**config.mk**
```make
export PLATFORM = sky130hd
export DESIGN_NAME = adc_ctrl_serial_sequencer
export DESIGN_NICKNAME = d
export VERILOG_FILES = /design/src/rtl/adc_ctrl_pkg.sv /design/src/rtl/adc_ctrl_tick_gen.sv /design/src/rtl/adc_ctrl_serial_sequencer.sv
export SDC_FILE = /design/constraint.sdc
export NUM_CORES = 1
export LEC_CHECK = 0
export ABC_AREA = 1
export CAP_MARGIN = 20
export CORE_MARGIN = 2
export CORE_UTILIZATION = 35
export DETAILED_ROUTE_END_ITERATION = 8
export PLACE_DENSITY = 0.52
export SLEW_MARGIN = 0
export SYNTH_ARGS = -nofsm -noshare
export SYNTH_HDL_FRONTEND = slang
export SYNTH_HIERARCHICAL = 1
export SYNTH_SLANG_ARGS = --single-unit
```
**constraint.sdc**
```tcl
create_clock -name user_clk -period 1.8 [get_ports user_clk]
set_input_delay 0.36 -clock user_clk [delete_from_list [all_inputs] [get_ports user_clk]]
set_output_delay 0.36 -clock user_clk [all_outputs]
set_load 0.03 [all_outputs]
```
**src/rtl/adc_ctrl_pkg.sv**
```systemverilog
// Package: adc_ctrl_pkg
// Shared definitions for the ADC serial-config sequencer:
//   - control-word field positions
//   - sequencer state encoding (also exported through the optional status word)
//   - status word width
package adc_ctrl_pkg;

    localparam int unsigned CTRL_W     = 32;
    localparam int unsigned TOGGLE_BIT = 31;
    localparam int unsigned STATUS_W   = 32;

    // Explicit encodings: the value is visible to software via status_word[27:24].
    typedef enum logic [3:0] {
        ST_IDLE  = 4'd0,
        ST_LOAD  = 4'd1,
        ST_SHIFT = 4'd2,
        ST_HOLD  = 4'd3,
        ST_GAP   = 4'd4
    } adc_state_e;

endpackage

```
**src/rtl/adc_ctrl_tick_gen.sv**
```systemverilog
// Module: adc_ctrl_tick_gen
// Divides user_clk by CLK_DIV and emits a one-cycle tick on the last cycle of
// each period. A synchronous restart clears the divider so that the first
// tick lands exactly CLK_DIV cycles after the restart cycle.
// Ports:
//   user_clk    in   clock
//   user_rst_n  in   asynchronous active-low reset
//   restart     in   synchronous divider restart
//   tick        out  one-cycle pulse every CLK_DIV cycles
module adc_ctrl_tick_gen #(
    parameter int unsigned CLK_DIV = 4
) (
    input  logic user_clk,
    input  logic user_rst_n,
    input  logic restart,
    output logic tick
);

    localparam int unsigned CW = $clog2(CLK_DIV);
    localparam logic [CW-1:0] LAST = CW'(CLK_DIV - 1);

    logic [CW-1:0] cnt;

    always_ff @(posedge user_clk or negedge user_rst_n) begin
        if (!user_rst_n) begin
            cnt <= '0;
        end else if (restart || (cnt == LAST)) begin
            cnt <= '0;
        end else begin
            cnt <= cnt + CW'(1);
        end
    end

    assign tick = (cnt == LAST);

endmodule

```
**src/rtl/adc_ctrl_serial_sequencer.sv**
```systemverilog
// Module: adc_ctrl_serial_sequencer
// Turns each software request (a toggle of ctrl_word[31]) into one 3-wire
// ADC configuration frame: LOAD, FW bits MSB first (address then data),
// HOLD, then an sldn_n-high GAP before the next frame may start.
// Optional feature macro: ADC_CTRL_STATUS_EN adds the status_word output.
// Ports:
//   user_clk     in   clock (control register domain)
//   user_rst_n   in   asynchronous active-low reset
//   ctrl_word    in   [31] request toggle, [ADDR_W+DATA_W-1:DATA_W] addr, [DATA_W-1:0] data
//   adc_sclk     out  serial clock, idles low
//   adc_sdata    out  serial data, MSB first
//   adc_sldn_n   out  frame enable, active low
//   busy         out  frame in progress (including GAP)
//   done         out  one-cycle pulse at end of GAP
//   frame_cnt    out  completed frames, wrapping
//   status_word  out  (ADC_CTRL_STATUS_EN only) {busy, pending, 2'b0, state, last_addr, frame_cnt}
module adc_ctrl_serial_sequencer
    import adc_ctrl_pkg::*;
#(
    parameter int unsigned CLK_DIV = 4,
    parameter int unsigned ADDR_W  = 3,
    parameter int unsigned DATA_W  = 16,
    parameter int unsigned GAP_HP  = 4
) (
    input  logic              user_clk,
    input  logic              user_rst_n,
    input  logic [CTRL_W-1:0] ctrl_word,
    output logic              adc_sclk,
    output logic              adc_sdata,
    output logic              adc_sldn_n,
    output logic              busy,
    output logic              done,
    output logic [15:0]       frame_cnt
`ifdef ADC_CTRL_STATUS_EN
    ,
    output logic [STATUS_W-1:0] status_word
`endif
);

    localparam int unsigned FW  = ADDR_W + DATA_W;
    localparam int unsigned BCW = $clog2(FW);
    localparam int unsigned GCW = $clog2(GAP_HP + 1);
    localparam logic [BCW-1:0] LAST_BIT = BCW'(FW - 1);
    localparam logic [GCW-1:0] LAST_GAP = GCW'(GAP_HP - 1);

    logic          req_tog_q;
    logic [FW-1:0] req_frame_q;
    logic          served;
    adc_state_e    state;
    logic [FW-1:0] shreg;
    logic [BCW-1:0] bit_cnt;
    logic [GCW-1:0] gap_cnt;
    logic [15:0]   frame_cnt_q;
    logic          pending;
    logic          start;
    logic          tick;

    // Reserved control bits carry no function.
    logic unused_ctrl_bits;
    assign unused_ctrl_bits = ^ctrl_word[TOGGLE_BIT-1:FW];

    assign pending   = (req_tog_q != served);
    assign start     = (state == ST_IDLE) && pending;
    assign frame_cnt = frame_cnt_q;

    adc_ctrl_tick_gen #(
        .CLK_DIV (CLK_DIV)
    ) u_tick_gen (
        .user_clk   (user_clk),
        .user_rst_n (user_rst_n),
        .restart    (start),
        .tick       (tick)
    );

    always_ff @(posedge user_clk or negedge user_rst_n) begin
        if (!user_rst_n) begin
            req_tog_q   <= 1'b0;
            req_frame_q <= '0;
            served      <= 1'b0;
            state       <= ST_IDLE;
            shreg       <= '0;
            bit_cnt     <= '0;
            gap_cnt     <= '0;
            frame_cnt_q <= '0;
            adc_sclk    <= 1'b0;
            adc_sdata   <= 1'b0;
            adc_sldn_n  <= 1'b1;
            busy        <= 1'b0;
            done        <= 1'b0;
        end else begin
            req_tog_q   <= ctrl_word[TOGGLE_BIT];
            req_frame_q <= ctrl_word[FW-1:0];
            done        <= 1'b0;
            case (state)
                ST_IDLE: begin
                    if (pending) begin
                        served     <= req_tog_q;
                        shreg      <= req_frame_q;
                        adc_sdata  <= req_frame_q[FW-1];
                        adc_sclk   <= 1'b0;
                        adc_sldn_n <= 1'b0;
                        busy       <= 1'b1;
                        state      <= ST_LOAD;
                    end
                end
                ST_LOAD: begin
                    if (tick) begin
                        adc_sclk <= 1'b1;
                        bit_cnt  <= '0;
                        state    <= ST_SHIFT;
                    end
                end
                ST_SHIFT: begin
                    if (tick) begin
                        if (adc_sclk) begin
                            // Falling edge: present the next bit (zero after the last).
                            adc_sclk  <= 1'b0;
                            shreg     <= {shreg[FW-2:0], 1'b0};
                            adc_sdata <= shreg[FW-2];
                        end else if (bit_cnt == LAST_BIT) begin
                            adc_sdata <= 1'b0;
                            state     <= ST_HOLD;
                        end else begin
                            adc_sclk <= 1'b1;
                            bit_cnt  <= bit_cnt + BCW'(1);
                        end
                    end
                end
                ST_HOLD: begin
                    if (tick) begin
                        adc_sldn_n <= 1'b1;
                        gap_cnt    <= '0;
                        state      <= ST_GAP;
                    end
                end
                ST_GAP: begin
                    if (tick) begin
                        if (gap_cnt == LAST_GAP) begin
                            busy        <= 1'b0;
                            done        <= 1'b1;
                            frame_cnt_q <= frame_cnt_q + 16'd1;
                            state       <= ST_IDLE;
                        end else begin
                            gap_cnt <= gap_cnt + GCW'(1);
                        end
                    end
                end
                default: state <= ST_IDLE;
            endcase
        end
    end

`ifdef ADC_CTRL_STATUS_EN
    logic [7:0] last_addr;

    always_ff @(posedge user_clk or negedge user_rst_n) begin
        if (!user_rst_n) begin
            last_addr   <= '0;
            status_word <= '0;
        end else begin
            if (start) begin
                last_addr <= 8'(req_frame_q[FW-1:DATA_W]);
            end
            status_word <= {busy, pending, 2'b00, state, last_addr, frame_cnt_q};
        end
    end
`endif

endmodule

```
==> results of run 1 <==
-- path summary, 6_finish.rpt --
kind	from	to	slack, ps
max	done	done	90
min	u_tick_gen/cnt[0]	u_tick_gen/cnt[0]	430
max reg2reg	gap_cnt[0]	frame_cnt[11]	140
min reg2reg	u_tick_gen/cnt[0]	u_tick_gen/cnt[0]	430
max in group asynchronous	user_rst_n	frame_cnt[14]	750
min in group asynchronous	user_rst_n	req_frame_q[3]	540
-- report_power, final --
part	leakage [nW]	internal, mW	total [mW]	switching (mW)
Combinational	1.12	0.839	2.29	1.45
Clock	0.0839	0.492	1.08	0.591
Sequential	0.924	2.00	2.21	0.210
-- per-stage QoR --
| stage | setup slack [ps] | hold slack (ps) | std cells |
|---|---|---|---|
| final | 92.3 | 430 | 573 |
| after global routing | 24.0 | 412 | 573 |
| after CTS | 5.17 | 419 | 573 |
| after detailed placement | 166 | 391 | 556 |
| after global placement | 177 | 391 | 556 |
| after floorplan | 226 | 64.4 | 381 |
-- per-layer routing --
| metal | part of all wire [%] | vias to the layer above |
|---|---|---|
| met5 | 0 | - |
| met3 | 5.2 | 13 |
| met2 | 43 | 44 |
| met4 | 1.8 | 0 |
| met1 | 50 | 1195 |
| li1 | - | 1304 |
-- state kept, by name, summed over array words and instances, names as in the netlist, 2 cells and up --
register,flops
gap_cnt,3
state,3
bit_cnt,5
req_frame_q,19
u_tick_gen/cnt,2
shreg,18
frame_cnt,16
-- layout make-up --
type	instances	area [µm²]
clock buffer	12	135
clock inverter	4	20.0
fill	960	5490
inverter	49	189
multi-input combinational	249	1330
sequential	73	1830
tap	133	166
timing repair buffer	53	527
-- cell usage after synthesis --
library cell / instances / area [µm²]
nand3b_4: 1 / 20.0
buf_4: 3 / 22.5
ha_1: 6 / 75.1
a21oi_1: 2 / 10.0
inv_1: 46 / 173
buf_12: 1 / 20.0
nand3_1: 20 / 100
a31oi_1: 1 / 6.26
nand2_4: 2 / 22.5
o21ai_1: 6 / 30.0
buf_8: 1 / 15.0
dfstp_2: 1 / 26.3
nor3b_1: 1 / 7.51
nand2_2: 8 / 50.1
nor3_1: 1 / 5.00
nand4_1: 7 / 43.8
nor2_4: 4 / 45.0
xor2_1: 4 / 35.0
nor2_1: 23 / 86.3
dfrtp_1: 72 / 1800
or2_0: 1 / 6.26
inv_2: 2 / 7.51
nor2_2: 1 / 6.26
clkbuf_2: 2 / 10.0
buf_6: 3 / 33.8
nand2_1: 110 / 413
o21ai_0: 22 / 110
inv_6: 1 / 8.76
o21ai_2: 21 / 184
o21bai_1: 1 / 7.51
nand3_2: 1 / 10.0
xnor2_1: 6 / 52.6
-- logic make-up after synthesis --
group / share of synthesized area [%]
AND/OR/NAND/NOR: 23.7
buffers and inverters: 8.43
flip-flops: 53.1
XOR/XNOR: 2.54
AO/OA/AOI/OAI: 10.1
adder cells (fa/ha/maj): 2.18
-- cell usage in the layout (no fill, tap or decap), types with 9 or more instances in the layout --
cell type        synthesis  layout
clkdlybuf4s50_1          0      21
nor2_1                  23      23
inv_1                   46      46
clkbuf_8                 0       9
nand3_1                 20      20
dfrtp_1                 72      72
o21ai_0                 22      22
dlygate4sd2_1            0      17
o21ai_2                 21      21
nand2_1                110     110
-- repair_timing --
item	CTS	global route
cloned	0	0
gates resized for setup	17	3
buffers inserted	0	0
endpoints found under the hold margin	1	0
hold buffers	1	0
setup endpoints to repair	17	3
==> flow_summary_export.csv, run 1 <==
group,metric,value,unit
status,outcome,"finished clean",
power,p_per_area,1330,mW/mm²
die,die-height,103,µm
routing,wl_per_cell,11.4,µm
power,vdd_ir_drop_max,0.000696,V
worst_setup_path,crit_chain,"clkdlybuf4s50_1",
sta,tns,0,ps
worst_setup_path,cp_top_family,"buffers and inverters",
die,io_pins,55,
global_routing,grt_max_degree,40,
sta,post-route-period-util,94.9,%
routing,drc_errors,0,
cts,clk_pin_slew,70,ps
global_routing,grt_util_met3,5.31,%
yosys,synthCells,381,
cts,clockRootBuffer,"clkbuf_8",
yosys,syn_area,0.00344,mm²
sta,tightest_slew,557,ps
routing,via_count,2556,
cells_and_area,antennaDiodeCount,0,
global_routing,overflow,0,
worst_setup_path,cp_num_buf_inv,1,
place,io_buffers,42,
worst_setup_path,cp_data_required_time,1440,ps
worst_setup_path,critPathSlowestCell,"clkdlybuf4s50_1",
cells_and_area,post-route-cell-area,0.00419,mm²
worst_setup_path,worstSetupPathType,"reg2out",
global_routing,grt_pass1_wl,11300,µm
power,power,5.58,mW
cts,cts_tree,"built",
hold_path,hold_path.class,"reg2reg",
cells_and_area,drive_gt1_share,15.0,%
global_routing,grt_pass1_vias,2461,
cts,h-tree-depth,3,
die,core.rowCount,36,
worst_setup_path,end_kind,"primary output",
die,start_util,35.6,%
sta,fin_skew,5.25,ps
worst_setup_path,critical-path-max-stage-delay,660,ps
cts,clk_latency,350,ps
cells_and_area,syn_to_final_growth,21.7,%
worst_setup_path,crit_cells,1,
power,power_leakage,2.13,nW
yosys,avgSynthCellArea,9.04,µm²
place,hpwl,4350,µm
die,die_area,0.0107,mm²
sta,rsz0062_at_grt,"false",
worst_setup_path,arrival,1350,ps
yosys,synth_seq_area_share,53.1,%
sta,hold_viol,0,
routing,ant_nets,0,
cts,clock_sinks,73,
job,drv_cap,0,
yosys,synth-seq-cells,73,
die,core,0.00968,mm²
global_routing,use_met2,20.0,%
sta,finalCriticalPeriod,1710,ps
global_routing,antenna_found_initial,0,
place,place.gp.congestion,0.832,
yosys,ys_types,32,
sta,max_freq,586,MHz
hold_path,worstHoldPathCells,1,
routing,routed_via_density,4.46,
global_routing,gr-max-usage-layer,"met2",
sta,max_slew_margin,62.8,%
cts,clockBufferDepth,2,
global_routing,grt_usage,13.8,%
cells_and_area,fin_util,43.3,%
cells_and_area,nets,475,
cts,numCtsBuffers,9,
sta,slew_violations,0,
sta,setup-violations-final,0,
routing,dr.pass1.iters,4,
worst_setup_path,worst-path-max-fanout,1,
worst_setup_path,startpoint_type,"flip-flop",
yosys,ys_warn_count,6,
routing,drt_iter0_drc,89,
place,dpl_cell_area,0.00404,mm²
yosys,syn_nets,421,
worst_setup_path,reg2reg_depth,8,
die,die_w,103,µm
routing,drt-total-wl,6520,µm
global_routing,grt_use_met1,18.6,%
Note: power is estimated with default switching activity, not from simulation.
==> run 2, diff against run 1 <==
--- a/config.mk
+++ b/config.mk
@@ -7,7 +7,7 @@
 export LEC_CHECK = 0
 export ABC_AREA = 1
 export CAP_MARGIN = 20
-export CORE_MARGIN = 2
+export CORE_MARGIN = 3
 export CORE_UTILIZATION = 35
 export DETAILED_ROUTE_END_ITERATION = 8
 export PLACE_DENSITY = 0.52
==> flow_summary_export.csv, run 2 (same netlist as run 1, synthesis figures left out) <==
group,metric,value,unit
worst_setup_path,cp_data_required_time,1440,ps
worst_setup_path,worst-path-max-fanout,2,
place,dp_cells,552,
worst_setup_path,critical-path-max-stage-delay,680,ps
cells_and_area,final_common_cell,"nand2_1",
routing,dr.pass1.iters,4,
place,place.gp.congestion,0.807,
routing,via_count,2510,
sta,max_freq,578,MHz
cells_and_area,antennaDiodeCount,0,
sta,finalCriticalPeriod,1730,ps
cts,numCtsBuffers,9,
cts,clockBufferDepth,2,
worst_setup_path,arrival,1370,ps
sta,tns,0,ps
routing,drc_errors,0,
power,vdd_ir_drop_max,0.000633,V
sta,post-route-period-util,96.2,%
cts,clk_latency,350,ps
cts,clk_pin_slew,80,ps
worst_setup_path,end_kind,"primary output",
place,io_buffers,42,
cells_and_area,syn_to_final_growth,23.7,%
cells_and_area,nets,475,
status,outcome,"finished clean",
worst_setup_path,crit_chain,"clkdlybuf4s50_1",
place,pre_cts_ws,191,ps
sta,fin_skew,10.4,ps
sta,setup_slack,68.4,ps
global_routing,antenna_found_initial,0,
die,die-height,105,µm
global_routing,grt_max_degree,36,
sta,rsz0062_at_grt,"false",
cells_and_area,final_cell_count_no_fill,569,
global_routing,grt_pass1_vias,2490,
global_routing,overflow,0,
cts,cts_tree,"built",
die,die_area,0.0111,mm²
sta,tightest_slew,434,ps
job,drv_cap,0,
routing,drt_iter0_drc,82,
cells_and_area,post-route-cell-area,0.00426,mm²
die,die_w,105,µm
die,start_util,36.6,%
cells_and_area,largest_register_ffs,19,
cells_and_area,drive_gt1_share,15.5,%
worst_setup_path,startpoint_type,"flip-flop",
cts,clock_sinks,73,
worst_setup_path,critPathSlowestCell,"clkdlybuf4s50_1",
worst_setup_path,cp_num_buf_inv,1,
cells_and_area,final_cell_mix,"nand2_1, dfrtp_1, inv_1, nor2_1",
cts,h-tree-depth,3,
cells_and_area,fillers,948,
routing,routed_via_density,4.41,
die,core,0.00942,mm²
routing,wl_per_cell,11.5,µm
worst_setup_path,worstSetupPathType,"reg2out",
die,io_pins,55,
routing,ant_nets,0,
cts,clockRootBuffer,"clkbuf_8",
power,p_per_area,1420,mW/mm²
worst_setup_path,cp_top_family,"buffers and inverters",
hold_path,hold_path.class,"in2reg",
sta,slew_violations,0,
cells_and_area,top_register,"req_frame_q",
sta,setup-violations-final,0,
place,hpwl,4420,µm
place,dpl_cell_area,0.00402,mm²
sta,hold_viol,0,
global_routing,grt_usage,13.1,%
die,core.rowCount,35,
global_routing,grt_pass1_wl,11700,µm
routing,drt-total-wl,6540,µm
power,power_leakage,2.16,nW
sta,max_slew_margin,71.0,%
-- run 2: changes by cell type in the layout (fill, tap and decap cells not counted) --
cell	before	now
buf_4	8	9
clkbuf_8	9	10
buf_12	3	2
clkbuf_1	3	1
clkdlybuf4s50_1	21	22
clkinvlp_4	0	1
dlymetal6s2s_1	3	2
clkinv_2	4	1
bufinv_16	0	3
-- run 2: worst paths after layout --
check | cells after the start | startpoint | end | slack (ps)
worst max-delay path | 1 | busy | busy | 70
worst min-delay path | 1 | ctrl_word[11] | req_frame_q[11] | 430
worst max register to register | 8 | gap_cnt[0] | frame_cnt[11] | 200
worst min register to register | 1 | u_tick_gen/cnt[0] | u_tick_gen/cnt[0] | 450
max in group asynchronous | 3 | user_rst_n | adc_sldn_n | 730
min in group asynchronous | 2 | user_rst_n | shreg[15] | 490
-- run 2: timing repair --
item	CTS	global route
buffers inserted	0	0
gates resized for setup	17	2
endpoints found under the hold margin	29	0
hold buffers	1	0
endpoints found under the setup margin	17	2
-- run 2: final cells by class --
| cell class | count | area [µm²] | area share [%] |
|---|---|---|---|
| Clock buffer | 11 | 141 | 3.32 |
| Clock inverter | 5 | 103 | 2.41 |
| Inverter | 49 | 189 | 4.43 |
| Multi-Input combinational cell | 249 | 1330 | 31.1 |
| Sequential cell | 73 | 1830 | 42.9 |
| Tap cell | 129 | 161 | 3.79 |
| Timing Repair Buffer | 53 | 512 | 12.0 |
-- run 2: per-stage QoR --
step	util, %	hold slack (ps)	power [mW]
2_1_floorplan	-	64.4	4.23
6_report	45.2	435	6.05
3_5_place_dp	42.7	339	4.56
4_1_cts	45.2	415	6.17
5_1_grt	45.2	418	6.55
3_3_place_gp	42.7	336	4.52
-- run 2: metal layers --
layer / global-route usage (%) / vias to the layer above / wire length (µm)
li1: - / 1303 / -
met1: 17.6 / 1157 / 3220
met2: 19.3 / 43 / 2890
met3: 5.00 / 7 / 351
met4: 4.50 / 0 / 75
met5: 0 / - / 0
-- run 2: where the power goes --
group,leakage [nW],internal [mW],switching [mW]
combinational,1.12,0.824,1.43
sequential,0.924,2.00,0.218
clock,0.120,0.957,0.620
total,2.16,3.78,2.27
